### src/rtl/mem_config_queue.sv
// mem_config_queue
// Per-stream buffer-descriptor FIFOs filled from config-register writes and
// drained by the per-stream output writers. Also provides per-stream flush,
// and host-readable occupancy, consumed and dropped counters.
//
// Ports:
//   clk, rst_n            single clock, synchronous active-low reset
//                         (resynchronised internally before use)
//   write_valid_i/index_i/data_i
//                         config register write. Relative to WRITE_BASE:
//                         [0..N-1] enqueue, N flush mask, N+1 clear mask
//   read_valid_i/index_i  config register read request
//   read_valid_o/data_o   read response, one cycle after the request
//   out_buffer_*          per-stream descriptor ready/valid, FWFT
//   out_flush_buffers_o   per-stream one-cycle flush pulse
module mem_config_queue #(
  parameter int unsigned NUM_STREAMS                  = 2,
  parameter int unsigned MAXIMUM_NUM_ENQUEUED_BUFFERS = 8,
  parameter int unsigned FIFO_DEPTH                   = MAXIMUM_NUM_ENQUEUED_BUFFERS,
  parameter int unsigned WRITE_BASE                   = 0,
  parameter int unsigned AXIL_DATA_BITS               = 32
) (
  input  logic                                          clk,
  input  logic                                          rst_n,
  input  logic                                          write_valid_i,
  input  logic [31:0]                                   write_index_i,
  input  logic [AXIL_DATA_BITS-1:0]                     write_data_i,
  input  logic                                          read_valid_i,
  input  logic [31:0]                                   read_index_i,
  output logic                                          read_valid_o,
  output logic [AXIL_DATA_BITS-1:0]                     read_data_o,
  output logic [NUM_STREAMS-1:0][AXIL_DATA_BITS-1:0]    out_buffer_data_o,
  output logic [NUM_STREAMS-1:0]                        out_buffer_valid_o,
  input  logic [NUM_STREAMS-1:0]                        out_buffer_ready_i,
  output logic [NUM_STREAMS-1:0]                        out_flush_buffers_o
);

  localparam logic [31:0] MEM_CONFIG_QUEUE_ID = 32'h4D43_5130;
  localparam int unsigned OCC_BITS = $clog2(FIFO_DEPTH + 1);
  localparam int unsigned PTR_BITS = (FIFO_DEPTH > 1) ? $clog2(FIFO_DEPTH) : 1;

  if (NUM_STREAMS == 0) begin : g_bad_num_streams
    $error("mem_config_queue: NUM_STREAMS must be > 0");
  end
  if (FIFO_DEPTH < 2) begin : g_bad_fifo_depth
    $error("mem_config_queue: FIFO_DEPTH must be >= 2");
  end
  if (AXIL_DATA_BITS < 32 || AXIL_DATA_BITS < NUM_STREAMS) begin : g_bad_data_bits
    $error("mem_config_queue: AXIL_DATA_BITS too narrow for counters or stream masks");
  end

  function automatic logic [PTR_BITS-1:0] ptr_inc(input logic [PTR_BITS-1:0] p);
    return (p == PTR_BITS'(FIFO_DEPTH - 1)) ? '0 : p + 1'b1;
  endfunction

  // Two-stage reset resynchroniser; everything else uses rst_int_n.
  logic [1:0] rst_sync_q;
  logic       rst_int_n;

  always_ff @(posedge clk) begin
    rst_sync_q <= {rst_sync_q[0], rst_n};
  end
  assign rst_int_n = rst_sync_q[1];

  // Write decode. The 33-bit subtract gives "index below base" as the borrow.
  logic [32:0] wr_diff;
  logic [31:0] wr_rel;
  logic        wr_hit, enq_hit, flush_hit, clear_hit;

  always_comb begin
    wr_diff   = {1'b0, write_index_i} - {1'b0, 32'(WRITE_BASE)};
    wr_rel    = wr_diff[31:0];
    wr_hit    = write_valid_i && !wr_diff[32];
    enq_hit   = wr_hit && (wr_rel < NUM_STREAMS);
    flush_hit = wr_hit && (wr_rel == NUM_STREAMS);
    clear_hit = wr_hit && (wr_rel == NUM_STREAMS + 1);
  end

  logic [OCC_BITS-1:0] occ_w      [NUM_STREAMS];
  logic [31:0]         consumed_w [NUM_STREAMS];
  logic [31:0]         dropped_w  [NUM_STREAMS];

  for (genvar s = 0; s < NUM_STREAMS; s++) begin : g_stream
    logic [AXIL_DATA_BITS-1:0] mem_q [FIFO_DEPTH];
    logic [PTR_BITS-1:0]       rd_ptr_q, rd_ptr_d, wr_ptr_q, wr_ptr_d;
    logic [OCC_BITS-1:0]       count_q, count_d;
    logic [31:0]               consumed_q, consumed_d, dropped_q, dropped_d;
    logic                      flush_q, flush_d;
    logic                      valid, pop, push, push_ok, drop, clear;

    always_comb begin
      // Valid is masked during the flush cycle so no handshake can race the flush.
      valid    = (count_q != '0) && !flush_q;
      pop      = valid && out_buffer_ready_i[s];
      push     = enq_hit && (wr_rel == 32'(s));
      // A pop in the same cycle frees space for a push into a full FIFO.
      push_ok  = push && ((count_q != OCC_BITS'(FIFO_DEPTH)) || pop);
      // Pushes landing in the flush cycle are discarded by the flush, not dropped.
      drop     = push && !push_ok && !flush_q;
      clear    = clear_hit && write_data_i[s];
      flush_d  = flush_hit && write_data_i[s];

      rd_ptr_d = rd_ptr_q;
      wr_ptr_d = wr_ptr_q;
      count_d  = count_q;
      if (flush_q) begin
        rd_ptr_d = '0;
        wr_ptr_d = '0;
        count_d  = '0;
      end else begin
        if (pop)     rd_ptr_d = ptr_inc(rd_ptr_q);
        if (push_ok) wr_ptr_d = ptr_inc(wr_ptr_q);
        if (push_ok && !pop)      count_d = count_q + 1'b1;
        else if (!push_ok && pop) count_d = count_q - 1'b1;
      end

      consumed_d = consumed_q;
      dropped_d  = dropped_q;
      if (pop) consumed_d = consumed_q + 32'd1;
      if (drop && (dropped_q != '1)) dropped_d = dropped_q + 32'd1;
      // Clear wins over an event in the same cycle.
      if (clear) begin
        consumed_d = '0;
        dropped_d  = '0;
      end
    end

    always_ff @(posedge clk) begin
      if (!rst_int_n) begin
        rd_ptr_q   <= '0;
        wr_ptr_q   <= '0;
        count_q    <= '0;
        consumed_q <= '0;
        dropped_q  <= '0;
        flush_q    <= 1'b0;
      end else begin
        rd_ptr_q   <= rd_ptr_d;
        wr_ptr_q   <= wr_ptr_d;
        count_q    <= count_d;
        consumed_q <= consumed_d;
        dropped_q  <= dropped_d;
        flush_q    <= flush_d;
      end
    end

    always_ff @(posedge clk) begin
      if (push_ok && !flush_q) mem_q[wr_ptr_q] <= write_data_i;
    end

    assign out_buffer_valid_o[s]  = valid;
    assign out_buffer_data_o[s]   = mem_q[rd_ptr_q];
    assign out_flush_buffers_o[s] = flush_q;
    assign occ_w[s]               = count_q;
    assign consumed_w[s]          = consumed_q;
    assign dropped_w[s]           = dropped_q;
  end

  // Read register file, one cycle latency.
  logic [AXIL_DATA_BITS-1:0] rd_val;
  logic [AXIL_DATA_BITS-1:0] read_data_q, read_data_d;
  logic                      read_valid_q, read_valid_d;

  always_comb begin
    rd_val = '0;
    if (read_index_i == 32'd0)      rd_val = AXIL_DATA_BITS'(MEM_CONFIG_QUEUE_ID);
    else if (read_index_i == 32'd1) rd_val = AXIL_DATA_BITS'(NUM_STREAMS);
    else if (read_index_i == 32'd2) rd_val = AXIL_DATA_BITS'(FIFO_DEPTH);
    for (int unsigned s = 0; s < NUM_STREAMS; s++) begin
      if (read_index_i == 3 + 3 * s) rd_val = AXIL_DATA_BITS'(occ_w[s]);
      if (read_index_i == 4 + 3 * s) rd_val = AXIL_DATA_BITS'(consumed_w[s]);
      if (read_index_i == 5 + 3 * s) rd_val = AXIL_DATA_BITS'(dropped_w[s]);
    end
    read_valid_d = read_valid_i;
    read_data_d  = read_valid_i ? rd_val : read_data_q;
  end

  always_ff @(posedge clk) begin
    if (!rst_int_n) begin
      read_valid_q <= 1'b0;
      read_data_q  <= '0;
    end else begin
      read_valid_q <= read_valid_d;
      read_data_q  <= read_data_d;
    end
  end

  assign read_valid_o = read_valid_q;
  assign read_data_o  = read_data_q;

endmodule

### config.mk
export PLATFORM = sky130hd
export DESIGN_NAME = mem_config_queue
export DESIGN_NICKNAME = d
export VERILOG_FILES = /design/src/rtl/mem_config_queue.sv
export SDC_FILE = /design/constraint.sdc
export NUM_CORES = 1
export LEC_CHECK = 0
export ABC_AREA = 1
export CAP_MARGIN = 15
export CORE_ASPECT_RATIO = 0.8
export CORE_MARGIN = 2
export CORE_UTILIZATION = 50
export CTS_CLUSTER_DIAMETER = 150
export DETAILED_ROUTE_END_ITERATION = 12
export PLACE_DENSITY = 0.79
export SLEW_MARGIN = 20
export SYNTH_ARGS = -nofsm -noshare
export SYNTH_HDL_FRONTEND = slang
export SYNTH_SLANG_ARGS = --single-unit
### constraint.sdc
create_clock -name clk -period 5.8 [get_ports clk]
set_clock_uncertainty 0.1 [all_clocks]
set_input_delay 0.87 -clock clk [delete_from_list [all_inputs] [get_ports clk]]
set_output_delay 0.87 -clock clk [all_outputs]
set_load 0.02 [all_outputs]
==> results of run 1 <==
-- Yosys cell counts (6+ instances only) --
cell	number	area [sq um]
o2111ai_1	15	131
nor2_2	6	37.5
buf_1	17	63.8
a31oi_1	66	413
buf_2	21	105
nand2_1	506	1900
edfxtp_1	512	15400
nand3_1	91	455
ha_1	18	225
a211oi_1	8	60.1
and3_1	6	37.5
nand3_2	6	60.1
nor3_1	91	455
o21ai_0	291	1460
nor2_1	689	2590
xnor2_1	14	123
xor2_1	53	464
nand4_1	76	475
dfxtp_1	191	3820
inv_1	184	691
a21oi_1	141	706
o22ai_1	64	400
nor4_1	15	93.8
clkbuf_1	108	405
-- cell families (layout without fill, tap and decap cells) --
kind of cell    count (synthesis)  after routing  synth area share
compound gates                594            594             0.104
xor+xnor                       67             67            0.0189
fa+ha+maj                      20             20           0.00853
buf+inv                       345            562            0.0436
flops                         703            703             0.618
other cells                     0              2                 0
simple gates                 1519           1519             0.207
-- worst min path at each step --
stage / to / slack, ns / depth (start not counted)
global placement: rst_sync_q[1] / 0.21 / 0
CTS: rst_sync_q[1] / 0.23 / 0
detailed placement: rst_sync_q[1] / 0.21 / 0
global route: rst_sync_q[1] / 0.23 / 0
finish: rst_sync_q[1] / 0.23 / 0
floorplan: rst_sync_q[1] / 0.21 / 0
-- cell type report --
type / instances / area (sq um) / area share
clock buffers: 88 / 1940 / 0.0534
flip-flops and latches: 703 / 19200 / 0.530
repair buffers: 243 / 2330 / 0.0643
well taps: 830 / 1040 / 0.0286
diodes: 2 / 5.00 / 0.000138
multi-input cells: 2200 / 10600 / 0.293
inverters: 192 / 723 / 0.0199
clock inverters: 39 / 380 / 0.0105
-- metrics by stage --
| stage | setup slack, ns | power, mW |
|---|---|---|
| after floorplan | 1.11 | 6.40 |
| after global placement | 1.32 | 6.97 |
| after detailed placement | 1.32 | 7.01 |
| after CTS | 0.763 | 11.5 |
| after global routing | 0.513 | 11.8 |
| final | 0.804 | 11.5 |
-- layer usage --
layer / routed length, microns / part of all wire
met1: 35500 / 0.43
met4: 2240 / 0.027
met3: 8800 / 0.11
met5: 0 / 0
met2: 36000 / 0.44
-- worst max-delay path: cells and delay by family (launching register included) --
family	cells	cell delay [ns]
simple gates	1	0.11
buf+inv	3	2.11
flops	1	0.76
compound gates	3	0.41
-- sequential cells by signal, indices dropped and copies added, names as in the netlist, named ones only --
signal,flops
g_stream.count_q,8
read_valid_o,1
g_stream.mem_q,512
read_data_o,32
g_stream.wr_ptr_q,6
g_stream.consumed_q,64
g_stream.rd_ptr_q,6
g_stream.flush_q,2
g_stream.dropped_q,64
rst_sync_q,2
-- where the power goes --
| part | internal [mW] | switching, mW |
|---|---|---|
| Sequential | 5.41 | 0.0786 |
| Clock | 2.62 | 1.93 |
| Combinational | 0.517 | 0.912 |
==> impl_results.md, run 1 <==
* Final hold vios at 0
* Fin crit period at 5.00 ns
* Hold_ws at 0.226 ns
* Wire per inst at 19.2 microns
* Most frequent cells in the layout: nor2_1 (689), edfxtp_1 (512), nand2_1 (506), o21ai_0 (290), clkdlybuf4s50_1 (202)
* Peak supply drop at 227 uV
* Die area at 64200 sq um
* GRT met1 Usage at 0.370
* Synthesized area per cell at 9.57 sq um
* GPL Wtd Cong at 0.980
* Max Root-Sink Buffers at 3
* Die X at 283 microns
* Via count at 24400
* Slew @ Worst Pin at 1.21 ns
* Worst relative slew slack at 0.191
* Fmax achieved at 200 MHz
* Clock Pin Slew Worst Setup and Hold Paths at 0.05 ns
* Area after DPL at 33900 sq um
* Post-synth EDFFs at 512
* DRT Pass-1 Iters at 6
* WP data arrival at 4.03 ns
* Layout cells sized above 1 at 0.0595
* Library cells used by synthesis at 49
* RSZ-0062 raised after global routing: false
* Outcome: finished, final reports clean
* Ports at 203
* Top FF cell, synth: edfxtp_1
* First-pass GRT wire length at 126 mm
* Synth Instances at 3248
* Grt met2 use at 0.377
* Flops & latches, synth at 703
* Core ar. at 61300 sq um
* Total of max-cap violations at 0
* Crit path required time at 4.83 ns
* Overflow after GRT at 0
* Total Routed Length at 82.5 mm
* All-Layer GR Usage at 0.253
* CTS tree: built
* Initial Util at 0.507
* R2R Path End: g_stream[0].count_q[3]
* Hpwl dp at 52.4 mm
* Crit Path Category: flip-flop to output pin
* Critical Path End: out_buffer_data_o[8]
* Num rows at 81
* Design area at 36300 sq um
* CTS root buffer: clkbuf_16
* Setup Buffers After CTS at 0
* Htree depth at 3
* Placed Cells at 4168
* Worst path slowest cell: clkinv_2
* Synthesized Nets at 3370
* Initial antenna violation count at 4
* Slew Viols, Final at 0
* Leading cell type in the layout, fill and taps excluded: nor2_1
* Pwr Density at 316 nW/um^2
* TNS Setup at 0 ns
* Fin cells at 4297
* Clock tree sinks at 703
* Num CTS Buffers at 71
* Area growth syn-to-layout at 16.6%
* Worst reg-to-reg path cell count at 16
* Clk_lat worst skew at 0.61 ns
* Final ANT Viol Nets at 0
* Port buffer count at 202
* Final Core Density at 0.591
* Fin nets at 3533
* Leak pwr at 12.1 nW
* Vias in the first global route at 22600
* Hold-fix buffers, CTS at 0
* Worst hold path startpoint: rst_sync_q[0]
* DRC errors left at 0
* Final Cycle Share at 0.861
* Hold Path Class: flip-flop to flip-flop
* Gr busiest metal: met2
* Worst-path maximum fanout at 80
* CTS resizes at 0
* Kind of end point of the critical path: output pin
* Vias per inst at 5.69
* Largest net degree at the start of global routing at 81
* Initial DRC count at 2994
* Worst R2R Start: g_stream[0].count_q[0]
* Synth Warn # at 0
* CP Launch Type: flip-flop
* Crit-path max cell delay at 0.99 ns
* Async SR Flop Fraction at 0
* CP Cell Sequence: clkinv_2 > buf_4 > o21ai_0 > o22ai_1 > nor2_1 > a31oi_1 > clkdlybuf4s50_1
* Die H at 227 microns
* FF-to-FF setup slack at 2.23 ns
* Final setup fails at 0
* Register area share after synthesis at 0.618
* Post-Synthesis Cell Area at 31100 sq um
* Filler cells at 5040
* GR Layer Usage met3 at 0.0567
No activity file was read; power rests on OpenSTA's default activity.
==> run 2, diff against run 1 <==
--- a/config.mk
+++ b/config.mk
@@ -12,6 +12,7 @@
 export CORE_UTILIZATION = 50
 export CTS_CLUSTER_DIAMETER = 150
 export DETAILED_ROUTE_END_ITERATION = 12
+export MAX_ROUTING_LAYER = met4
 export PLACE_DENSITY = 0.79
 export SLEW_MARGIN = 20
 export SYNTH_ARGS = -nofsm -noshare
==> impl_results.md, run 2 (synthesis results as in run 1) <==
* Via count at 24500
* Worst R2R Start: g_stream[0].count_q[1]
* First-pass GRT wire length at 127 mm
* Max Root-Sink Buffers at 3
* Peak supply drop at 210 uV
* Fin nets at 3532
* Setup Buffers After CTS at 0
* WP data arrival at 3.69 ns
* Vias in the first global route at 23000
* Fmax achieved at 215 MHz
* Worst relative slew slack at 0.288
* FF-to-FF setup slack at 2.25 ns
* Num CTS Buffers at 72
* Sequential share of power at 0.478
* Final setup fails at 0
* Final hold vios at 0
* Wire per inst at 19.3 microns
* Leading cell type in the layout, fill and taps excluded: nor2_1
* Cell-internal power at 8.44 mW
* Vias per inst at 5.70
* Hold-fix buffers, CTS at 0
* Pwr Density at 315 nW/um^2
* Layout cells sized above 1 at 0.0577
* Final ANT Viol Nets at 0
* Initial Util at 0.507
* Total Routed Length at 83.1 mm
* Clock tree sinks at 703
* All-Layer GR Usage at 0.263
* Crit-path max cell delay at 0.84 ns
* Final Total Pwr at 11.4 mW
* Total of max-cap violations at 0
* R2R Path End: g_stream[0].count_q[3]
* CTS root buffer: clkbuf_16
* Num rows at 81
* Largest net degree at the start of global routing at 103
* Critical Path End: out_buffer_data_o[32]
* Die X at 283 microns
* Worst-path maximum fanout at 79
* Worst reg-to-reg path cell count at 16
* Crit path required time at 4.83 ns
* TNS Setup at 0 ns
* Largest register FFs at 512
* DRT Pass-1 Iters at 6
* Htree depth at 3
* Biggest register: g_stream.mem_q
* Largest regs: g_stream.mem_q (512), g_stream.consumed_q (64), g_stream.dropped_q (64)
* GPL Wtd Cong at 0.997
* Setup ws final at 1.14 ns
* Clock Pin Slew Worst Setup and Hold Paths at 0.06 ns
* Die H at 227 microns
* CP Cell Sequence: clkinv_2 > buf_12 > o21ai_0 > o22ai_1 > nor2_1 > a31oi_1 > clkdlybuf4s50_1
* Die area at 64200 sq um
* Slew @ Worst Pin at 1.07 ns
* Port buffer count at 202
* Leak pwr at 12.1 nW
* DRC errors left at 0
* Worst path slowest cell: clkinv_2
* Kind of end point of the critical path: output pin
* Outcome: finished, final reports clean
* CTS resizes at 0
* Net Sw Frac at 0.261
* Initial DRC count at 2864
* Logic pwr share at 0.128
* Post-placement setup slack at 1.27 ns
* CTS tree: built
* Overflow after GRT at 0
* Core ar. at 61300 sq um
* Ports at 203
* Area growth syn-to-layout at 16.6%
* Worst hold path startpoint: rst_sync_q[0]
* Slew Viols, Final at 0
* Initial antenna violation count at 3
* Fin crit period at 4.66 ns
* Clk_lat worst skew at 0.63 ns
* RSZ-0062 raised after global routing: false
* Crit Path Category: flip-flop to output pin
* CP Launch Type: flip-flop
* Switching power total at 2.99 mW
* Clock power share at 0.394
* Hpwl dp at 52.3 mm
* Hold Path Class: flip-flop to flip-flop
* Final Cycle Share at 0.803
* Most frequent cells in the layout: nor2_1 (689), edfxtp_1 (512), nand2_1 (506), o21ai_0 (290), clkdlybuf4s50_1 (202)
==> run 2: how the worst min path moves through the flow <==
stage	slack, ns	cells past startpoint	endpoint
3_3_place_gp	0.21	0	rst_sync_q[1]
5_1_grt	0.24	0	rst_sync_q[1]
3_5_place_dp	0.21	0	rst_sync_q[1]
4_1_cts	0.23	0	rst_sync_q[1]
2_1_floorplan	0.21	0	rst_sync_q[1]
6_report	0.23	0	rst_sync_q[1]
==> run 2: final cells by class <==
cell class / instances / area [sq um]
clock inverters: 38 / 382
multi-input cells: 2200 / 10600
repair buffers: 241 / 2330
fillers: 4916 / 25100
diodes: 2 / 5.00
flip-flops and latches: 703 / 19200
inverters: 192 / 726
well taps: 830 / 1040
clock buffers: 92 / 1910
==> run 2: worst max-delay path, delay by kind of cell, from the launching register on <==
family	cells	cell delay (ns)
flops	1	0.53
compound gates	3	0.41
buf+inv	3	1.98
simple gates	1	0.12
==> run 2: metal layers <==
layer | track usage | vias up | share of wire
met1 | 0.366 | 11700 | 0.43
met2 | 0.386 | 1128 | 0.44
met4 | 0.0838 | 0 | 0.025
met3 | 0.0582 | 142 | 0.10
met5 | - | - | 0
li1 | - | 11600 | -
==> run 2: metrics by stage <==
stage,utilization,area (sq um),std cells,hold slack [ns]
after floorplan,-,31100,3248,0.210
after global placement,0.553,33900,4166,0.211
after detailed placement,0.553,33900,4166,0.213
after CTS,0.591,36200,4296,0.227
after global routing,0.591,36200,4298,0.243
final,0.591,36200,4298,0.226
==> run 2: power groups by stage <==
stage                     Sequential (mW)  Clock (mW)  Combinational [mW]
after detailed placement             5.57           0                1.43
final                                5.46        4.51                1.46
after floorplan                      5.54           0               0.864
after global routing                 5.47        4.74                1.59
after global placement               5.57           0                1.41
after CTS                            5.46        4.55                1.45
